<file path="config.mk">
export PLATFORM = sky130hd
export DESIGN_NAME = score_arbiter_mp
export DESIGN_NICKNAME = d
export VERILOG_FILES = /design/src/rtl/score_pkg.sv /design/src/rtl/score_arbiter_mp_player_lane.sv /design/src/rtl/score_arbiter_mp.sv
export SDC_FILE = /design/constraint.sdc
export NUM_CORES = 1
export LEC_CHECK = 0
export ABC_CLOCK_PERIOD_IN_PS = 4500
export BUFFER_PORTS_ARGS = -buffer_cell sky130_fd_sc_hd__buf_2
export CAP_MARGIN = 20
export CORE_UTILIZATION = 54
export CTS_CLUSTER_DIAMETER = 200
export DETAILED_ROUTE_END_ITERATION = 16
export HOLD_SLACK_MARGIN = 0.12
export PLACE_DENSITY = 0.75
export SLEW_MARGIN = 20
export SYNTH_ARGS = -nofsm -noshare
export SYNTH_HDL_FRONTEND = slang
export SYNTH_SLANG_ARGS = --single-unit
</file>
<file path="constraint.sdc">
create_clock -name clk -period 4.5 [get_ports clk]
set_input_delay 0 -clock clk [delete_from_list [all_inputs] [get_ports clk]]
set_output_delay 0 -clock clk [all_outputs]
set_load 0.03 [all_outputs]
</file>
<file path="src/rtl/score_pkg.sv">
// Shared types and helpers for the multi-player score arbiter.
//   game_state_t : game FSM encoding (IDLE=0, PLAY=1, OVER=2)
//   LIVES_W      : width of each player's lives counter
//   sat_add      : unsigned add clamped to (2^width)-1, for widths up to 31
package score_pkg;

  localparam int LIVES_W = 4;

  typedef enum logic [1:0] {
    IDLE = 2'd0,
    PLAY = 2'd1,
    OVER = 2'd2
  } game_state_t;

  // The sum is formed one bit wider than the operands so that a carry out is
  // never lost before the clamp.
  function automatic logic [31:0] sat_add(input logic [31:0] a,
                                          input logic [31:0] b,
                                          input int unsigned width);
    logic [32:0] sum;
    logic [32:0] max_v;
    sum   = {1'b0, a} + {1'b0, b};
    max_v = (33'd1 << width) - 33'd1;
    return (sum > max_v) ? max_v[31:0] : sum[31:0];
  endfunction

endpackage

</file>
<file path="src/rtl/score_arbiter_mp_player_lane.sv">
// One player's lane: saturating score, hit streak with periodic bonus,
// lives counter and a one-cycle bonus pulse.
// Ports:
//   clk, rst   : clock, synchronous active-high reset
//   clear      : load a fresh game (score/streak 0, lives MAX_LIVES)
//   enable     : pulses are scored only while high (game in PLAY)
//   hit, miss  : one-cycle pulses; hit together with miss counts as a miss
//   score      : saturating score
//   lives      : lives remaining; 0 means eliminated, pulses are ignored
//   bonus_evt  : one-cycle pulse on the hit that completes a streak
module player_lane
  import score_pkg::*;
#(
  parameter int SCORE_W      = 16,
  parameter int STREAK_W     = 4,
  parameter int BONUS_THRESH = 5,
  parameter int BONUS_POINTS = 10,
  parameter int MAX_LIVES    = 3
) (
  input  logic               clk,
  input  logic               rst,
  input  logic               clear,
  input  logic               enable,
  input  logic               hit,
  input  logic               miss,
  output logic [SCORE_W-1:0] score,
  output logic [LIVES_W-1:0] lives,
  output logic               bonus_evt
);

  localparam logic [STREAK_W:0] THRESH_V  = (STREAK_W + 1)'(BONUS_THRESH);
  localparam logic [31:0]       BONUS_INC = 32'(1 + BONUS_POINTS);

  logic [STREAK_W-1:0] streak;
  logic [STREAK_W:0]   streak_inc;
  logic                active;

  assign streak_inc = {1'b0, streak} + 1'b1;
  assign active     = enable && (lives != '0);

  always_ff @(posedge clk) begin
    if (rst) begin
      score     <= '0;
      streak    <= '0;
      lives     <= '0;
      bonus_evt <= 1'b0;
    end else if (clear) begin
      score     <= '0;
      streak    <= '0;
      lives     <= LIVES_W'(MAX_LIVES);
      bonus_evt <= 1'b0;
    end else begin
      bonus_evt <= 1'b0;
      if (active) begin
        if (miss) begin
          streak <= '0;
          lives  <= lives - LIVES_W'(1);
        end else if (hit) begin
          if (streak_inc == THRESH_V) begin
            // Bonus still clears the streak and pulses even when saturated.
            score     <= SCORE_W'(sat_add(32'(score), BONUS_INC, SCORE_W));
            streak    <= '0;
            bonus_evt <= 1'b1;
          end else begin
            score  <= SCORE_W'(sat_add(32'(score), 32'd1, SCORE_W));
            streak <= streak_inc[STREAK_W-1:0];
          end
        end
      end
    end
  end

endmodule

</file>
<file path="src/rtl/score_arbiter_mp.sv">
// Multi-player score arbiter: NUM_PLAYERS independent lanes gated by a game
// FSM that detects game over, latches the winner and tracks a high score.
// Ports:
//   clk, rst    : clock, synchronous active-high reset (clears high_score too)
//   start       : pulse; starts a game from IDLE or OVER, ignored in PLAY
//   hit_pulse   : per-player hit pulses
//   miss_pulse  : per-player miss pulses
//   score       : packed scores, player i at [i*SCORE_W +: SCORE_W]
//   lives       : packed lives, player i at [i*4 +: 4]
//   bonus_evt   : per-player bonus pulses
//   state       : game state (IDLE=0, PLAY=1, OVER=2)
//   game_over   : high while in OVER
//   winner      : highest final score, lowest index on tie; valid in OVER
//   high_score  : best winning score since reset
module score_arbiter_mp
  import score_pkg::*;
#(
  parameter int NUM_PLAYERS  = 2,
  parameter int SCORE_W      = 16,
  parameter int STREAK_W     = 4,
  parameter int BONUS_THRESH = 5,
  parameter int BONUS_POINTS = 10,
  parameter int MAX_LIVES    = 3,
  localparam int WIN_W = (NUM_PLAYERS > 1) ? $clog2(NUM_PLAYERS) : 1
) (
  input  logic                           clk,
  input  logic                           rst,
  input  logic                           start,
  input  logic [NUM_PLAYERS-1:0]         hit_pulse,
  input  logic [NUM_PLAYERS-1:0]         miss_pulse,
  output logic [NUM_PLAYERS*SCORE_W-1:0] score,
  output logic [NUM_PLAYERS*LIVES_W-1:0] lives,
  output logic [NUM_PLAYERS-1:0]         bonus_evt,
  output logic [1:0]                     state,
  output logic                           game_over,
  output logic [WIN_W-1:0]               winner,
  output logic [SCORE_W-1:0]             high_score
);

  game_state_t        state_q;
  logic               lane_clear;
  logic               lane_en;
  logic               all_out;
  logic [SCORE_W-1:0] lane_score [NUM_PLAYERS];
  logic [LIVES_W-1:0] lane_lives [NUM_PLAYERS];
  logic [SCORE_W-1:0] best_score;
  logic [WIN_W-1:0]   best_idx;

  assign state      = state_q;
  assign lane_en    = (state_q == PLAY);
  assign lane_clear = start && (state_q != PLAY);

  for (genvar i = 0; i < NUM_PLAYERS; i++) begin : g_lane
    player_lane #(
      .SCORE_W     (SCORE_W),
      .STREAK_W    (STREAK_W),
      .BONUS_THRESH(BONUS_THRESH),
      .BONUS_POINTS(BONUS_POINTS),
      .MAX_LIVES   (MAX_LIVES)
    ) u_lane (
      .clk      (clk),
      .rst      (rst),
      .clear    (lane_clear),
      .enable   (lane_en),
      .hit      (hit_pulse[i]),
      .miss     (miss_pulse[i]),
      .score    (lane_score[i]),
      .lives    (lane_lives[i]),
      .bonus_evt(bonus_evt[i])
    );
    assign score[i*SCORE_W +: SCORE_W] = lane_score[i];
    assign lives[i*LIVES_W +: LIVES_W] = lane_lives[i];
  end

  // Looks ahead one cycle: true when every lane will have 0 lives after this
  // edge, so OVER is entered on the same edge that takes the last life.
  // A lane losing its last life cannot score this cycle, so the current
  // scores are already the final ones.
  always_comb begin
    all_out = 1'b1;
    for (int i = 0; i < NUM_PLAYERS; i++) begin
      if (!((lane_lives[i] == '0) ||
            (lane_lives[i] == LIVES_W'(1) && miss_pulse[i]))) begin
        all_out = 1'b0;
      end
    end
  end

  // Strict greater-than keeps the lowest index on a tie.
  always_comb begin
    best_score = lane_score[0];
    best_idx   = '0;
    for (int i = 1; i < NUM_PLAYERS; i++) begin
      if (lane_score[i] > best_score) begin
        best_score = lane_score[i];
        best_idx   = WIN_W'(i);
      end
    end
  end

  always_ff @(posedge clk) begin
    if (rst) begin
      state_q    <= IDLE;
      game_over  <= 1'b0;
      winner     <= '0;
      high_score <= '0;
    end else begin
      case (state_q)
        IDLE, OVER: begin
          if (start) begin
            state_q   <= PLAY;
            game_over <= 1'b0;
          end
        end
        PLAY: begin
          if (all_out) begin
            state_q   <= OVER;
            game_over <= 1'b1;
            winner    <= best_idx;
            if (best_score > high_score) high_score <= best_score;
          end
        end
        default: begin
          state_q   <= IDLE;
          game_over <= 1'b0;
        end
      endcase
    end
  end

endmodule

</file>
# Word level (Yosys, flattened, before mapping)
# Index checks and enable logic that the tools add are counted.
# W data, S select, Z words.
[word_totals]
inputBits = 7
word_cells = 106
output_inout_bits = 62
reg_bits = 70
[op_classes]
eq_ne = 9
n_bitwise = 6
addsub = 8
reduce_logical = 33
n_lt_le_gt_ge = 6
mux = 30
[op_table]
columns = ["operator", "count"]
rows = [
  ["$mux W16", 7],
  ["$gt A17 B16 Y1 const B", 4],
  ["$add A16 B1 Y17 const B", 2],
  ["$add A16 B4 Y17 const B", 2],
  ["$gt A16 B16 Y1", 2],
  ["$mux W4", 6],
  ["$mux W2", 8],
  ["$reduce_and A2 Y1", 8],
  ["$reduce_bool A2 Y1", 6],
  ["$add A4 B1 Y5 const B", 2],
  ["$eq A5 B3 Y1 const B", 2],
  ["$reduce_or A5 Y1", 2],
  ["$reduce_and A3 Y1", 3],
  ["$eq A4 B1 Y1 const B", 2],
  ["$logic_not A4 Y1", 2],
  ["$reduce_bool A4 Y1", 2],
  ["$sub A4 B1 Y4 const B", 2],
  ["$mux W1", 7],
  ["$not A1 Y1", 6],
  ["$logic_and A1 B1 Y1", 5],
  ["$ne A2 B2 Y1 const B", 2],
  ["$pmux W2 S2", 1],
  ["$reduce_or A2 Y1", 2],
  ["$eq A2 B1 Y1 const B", 1],
  ["5 further kinds", 6],
]

# Depth between registers and ports, before layout
[logic_depth]
word_depth = 7
ltp_mapped = 21
mapped_depth_nobuf = 17

# Hierarchy
# Synthesis repeated with hierarchy kept, for this count alone.
[hier_totals]
cells_unflattened = 829
area_unflattened_um2 = 6498.7
[by_module_without_submodules]
columns = ["mod", "seq_area_each_um2", "cells_per_inst", "area_each_um2", "n_inst"]
rows = [
  ["player_lane", 500.5, 264, 2135.8, 2],
  ["score_arbiter_mp", 380.4, 301, 2227.1, 1],
]

# Worst setup path before layout
# OpenSTA, ideal clock, no wires.
[synth_path]
kind = "reg-to-reg"
from = "register g_lane[0].u_lane.score[6]"
to = "register high_score[4]"
stages_incl_launch_ff = 20
synth_period_minus_slack_ns = 4.402
n_path_buf = 4
slack_ns = 0.098
setup_ns = 0.091
t_required_ns = 4.409
t_arrival_ns = 4.311
cell_sequence = "dfxtp_1 clkbuf_1 inv_1 ha_1 or4_1 a21oi_1 a211oi_1 o31a_1 clkbuf_1 clkbuf_1 nand2_1 nand2_1 ha_1 nand4_1 nor4_1 o31ai_1 a31oi_1 clkbuf_1 nor2_1 a311oi_1"
[synth_between]
elab_chain_len = 4
[synth_rtl]
columns = ["element", "line_no", "rtl"]
rows = [
  ["start, declared", "score_arbiter_mp_player_lane.sv:26", "output logic [SCORE_W-1:0] score,"],
  ["start signal, assigned", "score_arbiter_mp_player_lane.sv:61", "score <= SCORE_W'(sat_add(32'(score), BONUS_INC, SCORE_W));"],
  ["start signal, assigned", "score_arbiter_mp_player_lane.sv:65", "score <= SCORE_W'(sat_add(32'(score), 32'd1, SCORE_W));"],
  ["$gt A16 B16 Y1", "score_arbiter_mp.sv:94", "if (lane_score[i] > best_score) begin"],
  ["$mux W16", "score_arbiter_mp.sv:94", ""],
  ["named net best_score[11]", "score_arbiter_mp.sv:46", "logic [SCORE_W-1:0] best_score;"],
  ["$gt A16 B16 Y1", "score_arbiter_mp.sv:120", "if (best_score > high_score) high_score <= best_score;"],
  ["$reduce_and A3 Y1 (no source line)", "-", ""],
  ["end signal, assigned", "score_arbiter_mp.sv:120", ""],
  ["end, declared", "score_arbiter_mp.sv:37", "output logic [SCORE_W-1:0] high_score"],
]
# The timed path passes the listed nets, and every way through them passes these cells.
# A chain may end at the register's enable or synchronous reset.

# Final worst setup path
[layout_path]
from = "register g_lane[0].u_lane.score[14]"
to = "register high_score[3]"
# The elaborated chain is that of the path after synthesis.

==> flow_metrics.py <==
metrics = {
    "run_status": {
        "status": "finished, final reports clean",
    },
    "sta": {
        "max_slew_margin": 0.531,
        "drv_slew": 0,
        "fin_crit_sh": 0.948,
        "max_freq_mhz": 234,
        "worst_pin_slew_ns": 0.701,
        "hold_viol_final": 0,
        "period_minus_slack_ns": 4.26,
        "tns_ns": 0,
        "rsz0062_at_grt": "no",
        "setup_viol": 0,
        "skew_ns": 0.00883,
    },
    "grt": {
        "grt-ovfl-total": 0,
        "antenna_found_initial": 1,
        "grt_pass1_vias": 5985,
        "grt_max_degree": 31,
        "grt_usage": 0.349,
        "grt_pass1_wl_um": 30700,
    },
    "floorplan": {
        "die-area_sq_mm": 0.0112,
        "fp-row-count": 37,
        "initial_core_util": 0.560,
        "ios": 69,
        "die_x_um": 106,
        "die_h_um": 106,
        "fp.coreArea_sq_mm": 0.0104,
    },
    "clocking": {
        "insertion_delay_ns": 0.38,
        "clk_pin_slew_worst_paths_ns": 0.08,
        "numCtsBuffers": 9,
        "cts_root_buffer": "clkbuf_8",
        "clock_path_buffers": 2,
        "htreeDepth": 3,
        "cts_tree": "yes",
        "cts_sinks": 69,
    },
    "power": {
        "fin_total_pwr_mw": 1.60,
        "powerDensity_mw_per_mm2": 241,
        "ir_drop_mv": 0.179,
        "internal_power_mw": 1.02,
        "clockPowerShare": 0.293,
        "comb_power_share": 0.280,
        "seqPwrFrac": 0.427,
        "p_switching_mw": 0.586,
        "p_leak_nw": 2.56,
        "swShare": 0.365,
    },
    "min_path": {
        "hp-start": "g_lane[0].u_lane.streak[3]$_SDFFE_PP0P_",
        "min_path_cells": 1,
        "min_path_type": "reg2reg",
        "whs_endpoint": "g_lane[0].u_lane.streak[3]$_SDFFE_PP0P_",
    },
    "routing": {
        "ant_nets": 0,
        "vias": 6543,
        "viasPerCell": 6.53,
        "routed.top_layer": "met4",
        "wl_met2_um": 8280,
        "wire_per_inst_um": 19.2,
        "drc": 0,
        "wl_met3_um": 1840,
        "initialDrtViolationCount": 627,
        "wl_met1_um": 8340,
        "dr.pass1.iters": 6,
        "routed_wl_um": 19200,
    },
    "final_layout": {
        "syn_to_final_growth_pct": 14.4,
        "fill_cells": 959,
        "layout_common_cells": "nand2_1 (73), dfxtp_1 (69), buf_2 (68), nor2_1 (66), inv_1 (51)",
        "fin_cells": 1002,
        "drive_above_1_share": 0.163,
        "layout_commonest_cell": "nand2_1",
        "fin_nets": 915,
    },
    "yosys": {
        "syn_area_per_cell_sq_um": 7.39,
        "synth_seq_cells": 69,
        "synth_warnings": 0,
        "synth_area_leader_cell": "dfxtp_1",
        "synth_top_area_frac": 0.238,
        "ys_top_cells_by_area": "dfxtp_1 (24%), ha_1 (10%), nand2_1 (4.7%)",
        "ys_seq_area_frac": 0.238,
        "synth-edff-count": 0,
        "syn_inst": 786,
        "syn-num-nets": 841,
        "synth-main-ff-cell": "dfxtp_1",
        "syn_area_sq_mm": 0.00581,
        "postSynth.asyncResetShare": 0,
        "yosysUniqueCellTypes": 76,
    },
    "worst_setup_path": {
        "r2r_start": "g_lane[0].u_lane.score[14]$_SDFFE_PP0P_",
        "max_stage_delay_ns": 0.51,
        "reg2regPathDepth": 17,
        "rr_endpoint": "high_score[3]$_SDFFE_PP0P_",
        "r2r_setup_slack_ns": 0.24,
        "critPathArrivalTime_ns": 4.55,
        "slowest_stage": "dfxtp_1",
        "crit_chain": "inv_1 -> ha_1 -> nand4_1 -> or2_2 -> or3_1 -> o31a_1 -> buf_12 -> nand2b_1 -> nand2_1 -> ha_1 -> a21o_1 -> a21o_1 -> a21oi_1 -> a2bb2oi_1 -> a31oi_4 -> buf_4 -> a311oi_1",
        "cp.required_ns": 4.78,
        "end_kind": "register",
        "worstSetupStartpointType": "register",
        "cp_max_fo": 30,
        "crit_type": "reg2reg",
    },
    "placed_design": {
        "portBuffers": 68,
        "gp_congestion": 0.934,
        "dp.cells": 977,
        "dp_hpwl_um": 14000,
    },
    "flow_run": {
        "drv_cap": 0,
    },
}
[power by group through the flow]
stage	Sequential [mW]	Clock, mW	Combinational [mW]
2_1_floorplan	0.766	0	0.242
3_3_place_gp	0.696	0	0.413
3_5_place_dp	0.698	0	0.426
4_1_cts	0.683	0.470	0.432
5_1_grt	0.689	0.499	0.494
6_report	0.685	0.469	0.449
[per-stage QoR]
stage          cell area (sq um)  hold WS [ns]  setup slack, ns   util
2_1_floorplan               5810         0.149           0.0976      -
4_1_cts                     6620         0.521           0.0750  0.639
6_report                    6640         0.527            0.235  0.640
3_5_place_dp                6390         0.315            0.112  0.616
3_3_place_gp                6390         0.298            0.320  0.616
5_1_grt                     6640         0.535           0.0373  0.640
[registers in the layout, summed over array words and instances (netlist names)]
register / count
winner: 1
g_lane.u_lane.bonus_evt: 2
high_score: 16
g_lane.u_lane.streak: 8
g_lane.u_lane.score: 32
g_lane.u_lane.lives: 8
state: 1
game_over: 1
[worst max path at each step]
stage,startpoint,end,slack (ns),cells after the start
after global routing,g_lane[0].u_lane.score[13]$_SDFFE_PP0P_,high_score[11]$_SDFFE_PP0P_,0.04,17
after floorplan,g_lane[0].u_lane.score[6]$_SDFFE_PP0P_,high_score[4]$_SDFFE_PP0P_,0.1,19
final,g_lane[0].u_lane.score[14]$_SDFFE_PP0P_,high_score[3]$_SDFFE_PP0P_,0.24,17
after detailed placement,g_lane[0].u_lane.score[14]$_SDFFE_PP0P_,high_score[10]$_SDFFE_PP0P_,0.11,17
after CTS,g_lane[0].u_lane.score[14]$_SDFFE_PP0P_,high_score[10]$_SDFFE_PP0P_,0.07,17
after global placement,g_lane[0].u_lane.score[14]$_SDFFE_PP0P_,high_score[10]$_SDFFE_PP0P_,0.32,17
[timing repair]
action,in CTS,in global routing
setup endpoints to repair,0,16
hold buffers,7,0
endpoints found under the hold margin,12,0
setup buffers,0,1
gates resized for setup,0,1
[synthesized netlist by cell type (4+ instances only)]
library cell,n
a21oi_1,51
a2111oi_1,4
o21ai_0,43
buf_2,11
nor2_1,66
buf_4,7
mux2i_1,7
inv_1,51
o21ai_1,6
or4_1,4
a311oi_1,14
nor2b_1,5
o22ai_1,5
nand3_1,39
a211oi_1,18
xnor2_1,11
nand4_1,15
ha_1,48
and3_1,12
a2bb2oi_1,4
o211ai_1,5
nor4_1,16
a32o_1,4
nand2b_1,25
o31ai_1,8
clkbuf_1,30
nor3_1,18
dfxtp_1,69
a31oi_1,16
and2_1,4
a21o_1,6
or3_1,8
o221ai_1,5
nand2_1,73
o21a_1,11
[worst max-delay path, delay by kind of cell (launching register included)]
family	cells	cell delay, ns
AOI/OAI and AO/OA	7	1.52
adders and majority gates	2	0.56
buffers and inverters	3	0.51
DFF	1	0.51
and+or+nand+nor	5	1.06
[routing by layer]
layer | track usage | up-vias
met5 | 0 | -
met4 | 0.170 | 0
met3 | 0.0538 | 63
met2 | 0.532 | 384
met1 | 0.477 | 3038
li1 | - | 3058
[layout make-up]
type | count | area (sq um) | share of cell area
Inverter | 55 | 206 | 0.0311
Sequential cell | 69 | 1380 | 0.208
Antenna cell | 1 | 2.50 | 0.000377
Clock inverter | 4 | 25.0 | 0.00377
Multi-Input combinational cell | 611 | 4010 | 0.603
Tap cell | 136 | 170 | 0.0256
Clock buffer | 12 | 135 | 0.0203
Timing Repair Buffer | 114 | 716 | 0.108
[cell families (layout without fill, tap and decap cells)]
logic type,Yosys count,in the layout,share of synthesized area
compound gates,236,236,0.280
xor+xnor,14,14,0.0211
fa+ha+maj,48,48,0.103
buf+inv,106,185,0.0767
flops,69,69,0.238
mux,10,10,0.0179
other cells,0,1,0
simple gates,303,303,0.263
(Power assumes the default switching activity.)
